$ cat src/rtl/mdu_pkg.sv
// Shared definitions for the multiply/divide unit: op and state encodings,
// iteration count and the quotient returned for a zero divisor.
package mdu_pkg;

    typedef enum logic [1:0] {
        OP_MULT  = 2'b00,
        OP_MULTU = 2'b01,
        OP_DIV   = 2'b10,
        OP_DIVU  = 2'b11
    } op_e;

    typedef enum logic [1:0] {
        ST_IDLE = 2'b00,
        ST_RUN  = 2'b01,
        ST_FIN  = 2'b10
    } state_e;

    localparam int          ITER_COUNT    = 32;
    localparam int          CNT_W         = $clog2(ITER_COUNT);
    localparam logic [31:0] DIV0_QUOTIENT = 32'hFFFF_FFFF;

    function automatic logic op_is_div(input op_e o);
        return (o == OP_DIV) || (o == OP_DIVU);
    endfunction

    function automatic logic op_is_signed(input op_e o);
        return (o == OP_MULT) || (o == OP_DIV);
    endfunction

endpackage

$ cat src/rtl/sign_fix.sv
// Conditional two's-complement negation, used both to take operand magnitudes
// and to restore the sign of results.
module sign_fix #(
    parameter int W = 32
) (
    input  logic [W-1:0] in_i,
    input  logic         cond_i,
    output logic [W-1:0] out_o
);

    assign out_o = cond_i ? (~in_i + W'(1)) : in_i;

endmodule

$ cat src/rtl/mult_div_unit.sv
// Iterative 32x32 multiply / 32/32 divide unit with HI/LO result registers.
// One bit per cycle on magnitudes; the sign is restored in the final state.
module mult_div_unit
    import mdu_pkg::*;
(
    input  logic        clk,
    input  logic        rst,
    input  logic        start,
    input  logic [1:0]  op,
    input  logic [31:0] rdat1,
    input  logic [31:0] rdat2,
    input  logic        mthi,
    input  logic        mtlo,
    input  logic [31:0] wdat,
    output logic        busy,
    output logic        done,
    output logic        div_zero,
    output logic [31:0] hi,
    output logic [31:0] lo
);

    state_e           state_q, state_d;
    logic [CNT_W-1:0] cnt_q, cnt_d;
    op_e              op_q, op_d;
    // Multiply: {partial product, multiplier}. Divide: {remainder, dividend -> quotient}.
    logic [63:0]      acc_q, acc_d;
    logic [31:0]      opb_q, opb_d;
    logic [31:0]      dividend_q, dividend_d;
    logic             neg_q, neg_d;
    logic             rem_neg_q, rem_neg_d;
    logic             div0_q, div0_d;
    logic [31:0]      hi_q, hi_d;
    logic [31:0]      lo_q, lo_d;
    logic             done_q, done_d;
    logic             div_zero_q, div_zero_d;

    op_e  op_in;
    logic in_signed;
    logic in_div;

    assign op_in     = op_e'(op);
    assign in_signed = op_is_signed(op_in);
    assign in_div    = op_is_div(op_in);

    logic [31:0] opnd_raw [2];
    logic [31:0] opnd_abs [2];

    assign opnd_raw[0] = rdat1;
    assign opnd_raw[1] = rdat2;

    generate
        for (genvar gi = 0; gi < 2; gi++) begin : g_abs
            sign_fix #(.W(32)) u_abs (
                .in_i   (opnd_raw[gi]),
                .cond_i (in_signed & opnd_raw[gi][31]),
                .out_o  (opnd_abs[gi])
            );
        end
    endgenerate

    logic [32:0] mul_sum;
    logic [63:0] mul_next;
    logic [32:0] div_shift;
    logic        div_ge;
    logic [31:0] div_diff;
    logic [63:0] div_next;

    assign mul_sum  = {1'b0, acc_q[63:32]} + (acc_q[0] ? {1'b0, opb_q} : 33'd0);
    assign mul_next = {mul_sum, acc_q[31:1]};

    // Remainder shifted left with the next dividend bit; the difference fits
    // in 32 bits whenever the subtraction is taken.
    assign div_shift = acc_q[63:31];
    assign div_ge    = div_shift >= {1'b0, opb_q};
    assign div_diff  = div_shift[31:0] - opb_q;
    assign div_next  = div_ge ? {div_diff, acc_q[30:0], 1'b1}
                              : {div_shift[31:0], acc_q[30:0], 1'b0};

    logic [63:0] prod_fix;
    logic [31:0] quot_fix;
    logic [31:0] rem_fix;

    sign_fix #(.W(64)) u_fix_prod (.in_i(acc_q),         .cond_i(neg_q),     .out_o(prod_fix));
    sign_fix #(.W(32)) u_fix_quot (.in_i(acc_q[31:0]),   .cond_i(neg_q),     .out_o(quot_fix));
    sign_fix #(.W(32)) u_fix_rem  (.in_i(acc_q[63:32]),  .cond_i(rem_neg_q), .out_o(rem_fix));

    always_comb begin
        state_d    = state_q;
        cnt_d      = cnt_q;
        op_d       = op_q;
        acc_d      = acc_q;
        opb_d      = opb_q;
        dividend_d = dividend_q;
        neg_d      = neg_q;
        rem_neg_d  = rem_neg_q;
        div0_d     = div0_q;
        hi_d       = hi_q;
        lo_d       = lo_q;
        done_d     = 1'b0;
        div_zero_d = 1'b0;

        unique case (state_q)
            ST_IDLE: begin
                if (start) begin
                    state_d    = ST_RUN;
                    cnt_d      = '0;
                    op_d       = op_in;
                    acc_d      = {32'd0, in_div ? opnd_abs[0] : opnd_abs[1]};
                    opb_d      = in_div ? opnd_abs[1] : opnd_abs[0];
                    dividend_d = rdat1;
                    neg_d      = in_signed & (rdat1[31] ^ rdat2[31]);
                    rem_neg_d  = in_signed & rdat1[31];
                    div0_d     = in_div & (rdat2 == 32'd0);
                end else begin
                    if (mthi) hi_d = wdat;
                    if (mtlo) lo_d = wdat;
                end
            end
            ST_RUN: begin
                acc_d = op_is_div(op_q) ? div_next : mul_next;
                cnt_d = cnt_q + CNT_W'(1);
                if (cnt_q == CNT_W'(ITER_COUNT - 1)) state_d = ST_FIN;
            end
            ST_FIN: begin
                if (!op_is_div(op_q)) begin
                    {hi_d, lo_d} = prod_fix;
                end else if (div0_q) begin
                    hi_d = dividend_q;
                    lo_d = DIV0_QUOTIENT;
                end else begin
                    hi_d = rem_fix;
                    lo_d = quot_fix;
                end
                done_d     = 1'b1;
                div_zero_d = div0_q;
                state_d    = ST_IDLE;
            end
            default: state_d = ST_IDLE;
        endcase
    end

    always_ff @(posedge clk) begin
        if (rst) begin
            state_q    <= ST_IDLE;
            cnt_q      <= '0;
            op_q       <= OP_MULT;
            acc_q      <= '0;
            opb_q      <= '0;
            dividend_q <= '0;
            neg_q      <= 1'b0;
            rem_neg_q  <= 1'b0;
            div0_q     <= 1'b0;
            hi_q       <= '0;
            lo_q       <= '0;
            done_q     <= 1'b0;
            div_zero_q <= 1'b0;
        end else begin
            state_q    <= state_d;
            cnt_q      <= cnt_d;
            op_q       <= op_d;
            acc_q      <= acc_d;
            opb_q      <= opb_d;
            dividend_q <= dividend_d;
            neg_q      <= neg_d;
            rem_neg_q  <= rem_neg_d;
            div0_q     <= div0_d;
            hi_q       <= hi_d;
            lo_q       <= lo_d;
            done_q     <= done_d;
            div_zero_q <= div_zero_d;
        end
    end

    assign busy     = (state_q != ST_IDLE);
    assign done     = done_q;
    assign div_zero = div_zero_q;
    assign hi       = hi_q;
    assign lo       = lo_q;

endmodule

$ cat config.mk
export PLATFORM = sky130hd
export DESIGN_NAME = mult_div_unit
export DESIGN_NICKNAME = d
export VERILOG_FILES = /design/src/rtl/mdu_pkg.sv /design/src/rtl/sign_fix.sv /design/src/rtl/mult_div_unit.sv
export SDC_FILE = /design/constraint.sdc
export NUM_CORES = 1
export LEC_CHECK = 0
export CELL_PAD_IN_SITES_DETAIL_PLACEMENT = 1
export CELL_PAD_IN_SITES_GLOBAL_PLACEMENT = 1
export CORE_MARGIN = 5
export CORE_UTILIZATION = 43
export DETAILED_ROUTE_END_ITERATION = 10
export GPL_TIMING_DRIVEN = 0
export PLACE_DENSITY_LB_ADDON = 0.05
export SKIP_CTS_REPAIR_TIMING = 1
export SYNTH_ARGS = -nofsm -noshare
export SYNTH_HDL_FRONTEND = slang
export SYNTH_SLANG_ARGS = --single-unit
$ cat constraint.sdc
create_clock -name clk -period 4.8 [get_ports clk]
set_input_delay 0.96 -clock clk [delete_from_list [all_inputs] [get_ports clk]]
set_output_delay 0.96 -clock clk [all_outputs]
set_load 0.03 [all_outputs]
Yosys cells after proc, flatten, opt, wreduce, memory -nomap -nowiden. Index checks and enable logic that the tools add are counted.

Bitwise operators: 11. Equality and inequality tests: 12. Mux-type cells: 28. Add/subtract/negate cells: 8. Order comparisons: 1. Reductions and logical operators: 15.

Operators by type and width (number): two-way mux 32 bit (15); two-way mux 64 bit (4); adder 32 x 1 -> 32 bit, second input constant (4); NOT 32 bit (4); one-hot mux 32 bit (2 select lines) (2); one-hot mux 64 bit (2 select lines) (1); adder 64 x 1 -> 64 bit, second input constant (1); NOT 64 bit (1); adder 32 x 32 -> 33 bit (1); >= comparator 33 x 32 -> 1 bit (1); logical NOT 32 bit (1); subtractor 32 bit (1); equality test 2 bit, second input constant (5); != test 2 bit, second input constant (5); one-hot mux 5 bit (2 select lines) (1); AND reduction 2 bit (3); AND reduction 3 bit (2); nonzero test 2 bit (3); adder 5 x 1 -> 5 bit, second input constant (1); equality test 5 bit, second input constant (1); two-way mux 5 bit (1); bitwise AND 1 bit (4); logical NOT 2 bit (2); two-way mux 2 bit (2); 7 further kinds (9).

Word-level logic and storage cells: 88. Bits in registers: 206. Bits of input ports: 103.

Logic depth before layout (Yosys ltp).
Depth after elaboration: 7. Depth in mapped cells: 14. Gate-level depth less buffers: 13.

Modules after synthesis. Synthesis repeated with hierarchy kept, for this count alone.

Cells, all modules: 2329. Area total of the unflattened synthesis: 18525.3 um2.

By module, submodules not included: mult_div_unit (sequential area each 4103.9 um2, cells an instance 1727, instances 1, area each 13768.2 um2); sign_fix (g_abs[0].u_abs ...) (sequential area each 0.0 um2, cells an instance 99, instances 4, area each 777.0 um2); sign_fix (u_fix_prod) (sequential area each 0.0 um2, cells an instance 206, instances 1, area each 1649.1 um2).

Least setup slack after synthesis. No wires, ideal clock.

Path kind: input port to flip-flop. Start point: input port rdat2[13]. End point: register acc_q[30]. Stages on the path: 9. Setup slack: 1102 ps. Path buffers: 0. Library setup time: 95 ps. Arrival time: 3603 ps. Required time: 4705 ps. Cells stage by stage: or4_1 -> or4b_2 -> or2_2 -> nor3_1 -> a31oi_1 -> xnor2_1 -> nand2_1 -> o211ai_1 -> a221oi_1.

Longest elaborated chain between the ends: 6.

RTL lines: from (decl) (line mult_div_unit.sv:11) `input logic [31:0] rdat2,`; NOT 32 bit (line sign_fix.sv:11) `assign out_o = cond_i ? (~in_i + W'(1)) : in_i;`; adder 32 x 1 -> 32 bit (line sign_fix.sv:11); two-way mux 32 bit (line sign_fix.sv:11); two-way mux 32 bit (line mult_div_unit.sv:108) `acc_d = {32'd0, in_div ? opnd_abs[0] : opnd_abs[1]};`; two-way mux 64 bit (line mult_div_unit.sv:104) `if (start) begin`; one-hot mux 64 bit (2 select lines) (line mult_div_unit.sv:102) `unique case (state_q)`; to (signal assigned) (line mult_div_unit.sv:147) `acc_q <= '0;`; to (signal assigned) (line mult_div_unit.sv:161) `acc_q <= acc_d;`; to (decl) (line mult_div_unit.sv:26) `logic [63:0] acc_q, acc_d;`.

No other way between the ends. The select of a mux whose other input is x is not followed. A chain may end at the register's enable or synchronous reset.

Final worst setup path.
Start point: register opb_q[23]. End point: register acc_q[41].

Longest elaborated chain between the ends: 4.

RTL lines: from (decl) (line mult_div_unit.sv:27) `logic [31:0] opb_q, opb_d;`; from (signal assigned) (line mult_div_unit.sv:162) `opb_q <= opb_d;`; >= comparator 33 x 32 -> 1 bit (line mult_div_unit.sv:74) `assign div_ge = div_shift >= {1'b0, opb_q};`; two-way mux 64 bit (line mult_div_unit.sv:76) `assign div_next = div_ge ? {div_diff, acc_q[30:0], 1'b1}`; two-way mux 64 bit (line mult_div_unit.sv:120) `acc_d = op_is_div(op_q) ? div_next : mul_next;`; one-hot mux 64 bit (2 select lines) (line mult_div_unit.sv:102).

No other way between the ends.

==> run metrics <==
DIE HEIGHT=207.2 um; CORE AREA=0.03856 mm^2; Async SR Flop Fraction=0%; r2r worst-path depth=15; Top Ports=170; Starting Density=43.37%; Finished Cell Area=0.01996 mm^2; reg2reg setup slack=0.24 ns; clock sink count=205; total power=5.826 mW; # DRC=0; register area share after synthesis=24.54%; crit path DAT=4.95 ns; HP Start=opb_q[3]; GP Congestion=1.071; Final Hold Fails=0; WL per Instance=28.59 um; WHS Path Cells=2; number of synthesized register bits=205; worst-path fanout max=10; Highest Clock Rate=219.5 MHz; DIE AREA=0.04293 mm^2; H-tree Lvls=1; Post-Syn Nets=2,487; worst path required time=5.20 ns; initial antenna violation count=6; clock buffer depth=3; # nets final=2,685; Final Max Tran Viols=0; placement-stage cell area=0.01906 mm^2; status=finished, final reports clean; Worst Hold Class=reg -> reg; peak supply drop=0.0002364 V; CTS root buffer=clkbuf_16; dominant synthesized flop cell=dfxtp_1; commonest non-fill, non-tap cells in the layout=282 x nand2_1, 243 x a21oi_1, 216 x nor2_1; Pre-Repair DR Iteration Count=5; synth warn=0; final wirelength=87,130 um; total CTS buffers=25; Mapped Area=0.01672 mm^2; Mapped Avg Cell Area=7.232 um^2; Crit. End Element=register; number of synthesized flops with an enable pin=0; pin count of the biggest net entering global routing=13; Rows=72; routed via count=19,910; Setup Viol. Count Final=0; Via density=6.533; Layout area overhead=19.38%; first-pass GRT wire length=127,100 um; commonest non-fill, non-tap cell in the layout=nand2_1; initial DRC count=2,271; I/O Buffers=168; Worst-path clk slew=0.06 ns; post-route ant nets=0; slew at the pin closest to its max-slew limit=1.166 ns; Tmin final=4.556 ns; share of cells above drive strength 1=3.402%; CTS tree=built; Worst R2R End=acc_q[41]; critical path class=reg -> reg; PwrDens=291.8 mW/mm^2; max cap viols=0; Overall Global Routing Usage=38.05%; DP HPWL=70,170 um; GRT Residual Overflow=0; Critical Path Start Type=register; clock skew=0.02788 ns; count of unique library cells instantiated by Yosys=76; RR Startpoint=opb_q[23]; Slew HR=21.65%; hold worst-path end=opb_q[3]; Clk Latency, worst-skew pair=0.57 ns; Post-Syn Instances=2,312; vias in the first global route=19,420; RSZ-0062 raised after global routing=false; fin crit share=94.91%; Static Leak=7.403 nW; Chip Width=207.2 um
[worst max-delay path, stage by stage (launching register included)]
cell	delay, ns
dfxtp_1	0.47
inv_1	0.13
ha_1	0.28
clkbuf_1	0.31
nand4_1	0.29
nor4_1	0.44
o21ai_0	0.18
a21oi_2	0.33
o21ai_0	0.30
o211ai_1	0.27
buf_4	0.17
clkbuf_2	0.33
clkbuf_2	0.47
nor2_1	0.08
a31oi_1	0.23
o21ai_0	0.12
[layer usage]
layer  part of all wire [%]  GRT usage (%)  vias up  routed length [um]
li1                       -              -     8780                   -
met1                     43          52.94     9747               37140
met2                     41          55.64     1114               35700
met3                     10          8.487      260                8901
met4                    6.1          18.49        6                5340
met5                  0.053              0        -                  46
[sequential cells by signal (all words and copies together), names as in the netlist]
name,cells
acc_q,64
div0_q,1
cnt_q,5
state_q,2
neg_q,1
rem_neg_q,1
dividend_q,32
div_zero,1
op_q,1
lo,32
opb_q,32
done,1
hi,32
[metrics by stage]
stage	setup slack [ns]	hold WS [ns]	instances	TNS (ns)	utilization, %
floorplan	1.102	0.4312	2312	0	-
global placement	-0.2120	0.4294	2998	-1.742	49.41
detailed placement	-0.2878	0.4445	2999	-3.604	49.42
CTS	-0.3119	0.4554	3044	-2.456	51.71
global route	0.05945	0.4793	3046	0	51.77
finish	0.2443	0.4571	3047	0	51.77
[power by group]
part | leakage [nW] | total (mW) | internal [mW] | switching [mW]
clock | 0.425 | 2.07 | 1.25 | 0.824
combinational | 5.30 | 1.82 | 0.624 | 1.19
sequential | 1.68 | 1.93 | 1.81 | 0.129
total | 7.40 | 5.83 | 3.68 | 2.15
[final cells by class]
| type | instances | area (um^2) |
|---|---|---|
| fill | 5002 | 18600 |
| multi-input combinational | 1847 | 11630 |
| inverter | 81 | 304.0 |
| clock inverter | 12 | 175.2 |
| buffer | 179 | 685.7 |
| timing repair buffer | 171 | 1702 |
| tap | 518 | 648.1 |
| sequential | 205 | 4104 |
| clock buffer | 33 | 705.7 |
| antenna | 1 | 2.502 |
[cells in the mapped netlist, drive strengths merged (41+ instances only)]
master  count  area [um^2]
xnor2     110        963.4
dfxtp     205         4104
nand2     282         1059
a211oi     68        510.5
o211ai     45        337.8
a21oi     244         1221
nor3       42        210.2
inv        80        300.3
clkbuf    164        616.8
xor2       75        656.9
o21ai     144        720.7
mux2i      64        640.6
nor2      216        810.8
ha         70        875.8
o221ai     41        359.1
[logic make-up after synthesis]
logic type,count (synthesis),synth area share [%]
compound gates,754,29.00
xor+xnor,185,9.690
fa+ha+maj,72,5.477
buf+inv,260,5.896
flops,205,24.54
mux,66,3.966
simple gates,770,21.42
[worst max path at each step]
stage | startpoint | endpoint | slack [ns] | depth (start not counted)
finish | opb_q[23] | acc_q[41] | 0.24 | 15
detailed placement | opb_q[17] | acc_q[46] | -0.29 | 13
global route | acc_q[0] | acc_q[62] | 0.06 | 14
CTS | opb_q[17] | acc_q[46] | -0.31 | 13
global placement | opb_q[17] | acc_q[46] | -0.21 | 13
floorplan | rdat2[13] | acc_q[30] | 1.10 | 9
No activity file was read; power rests on OpenSTA's default activity.
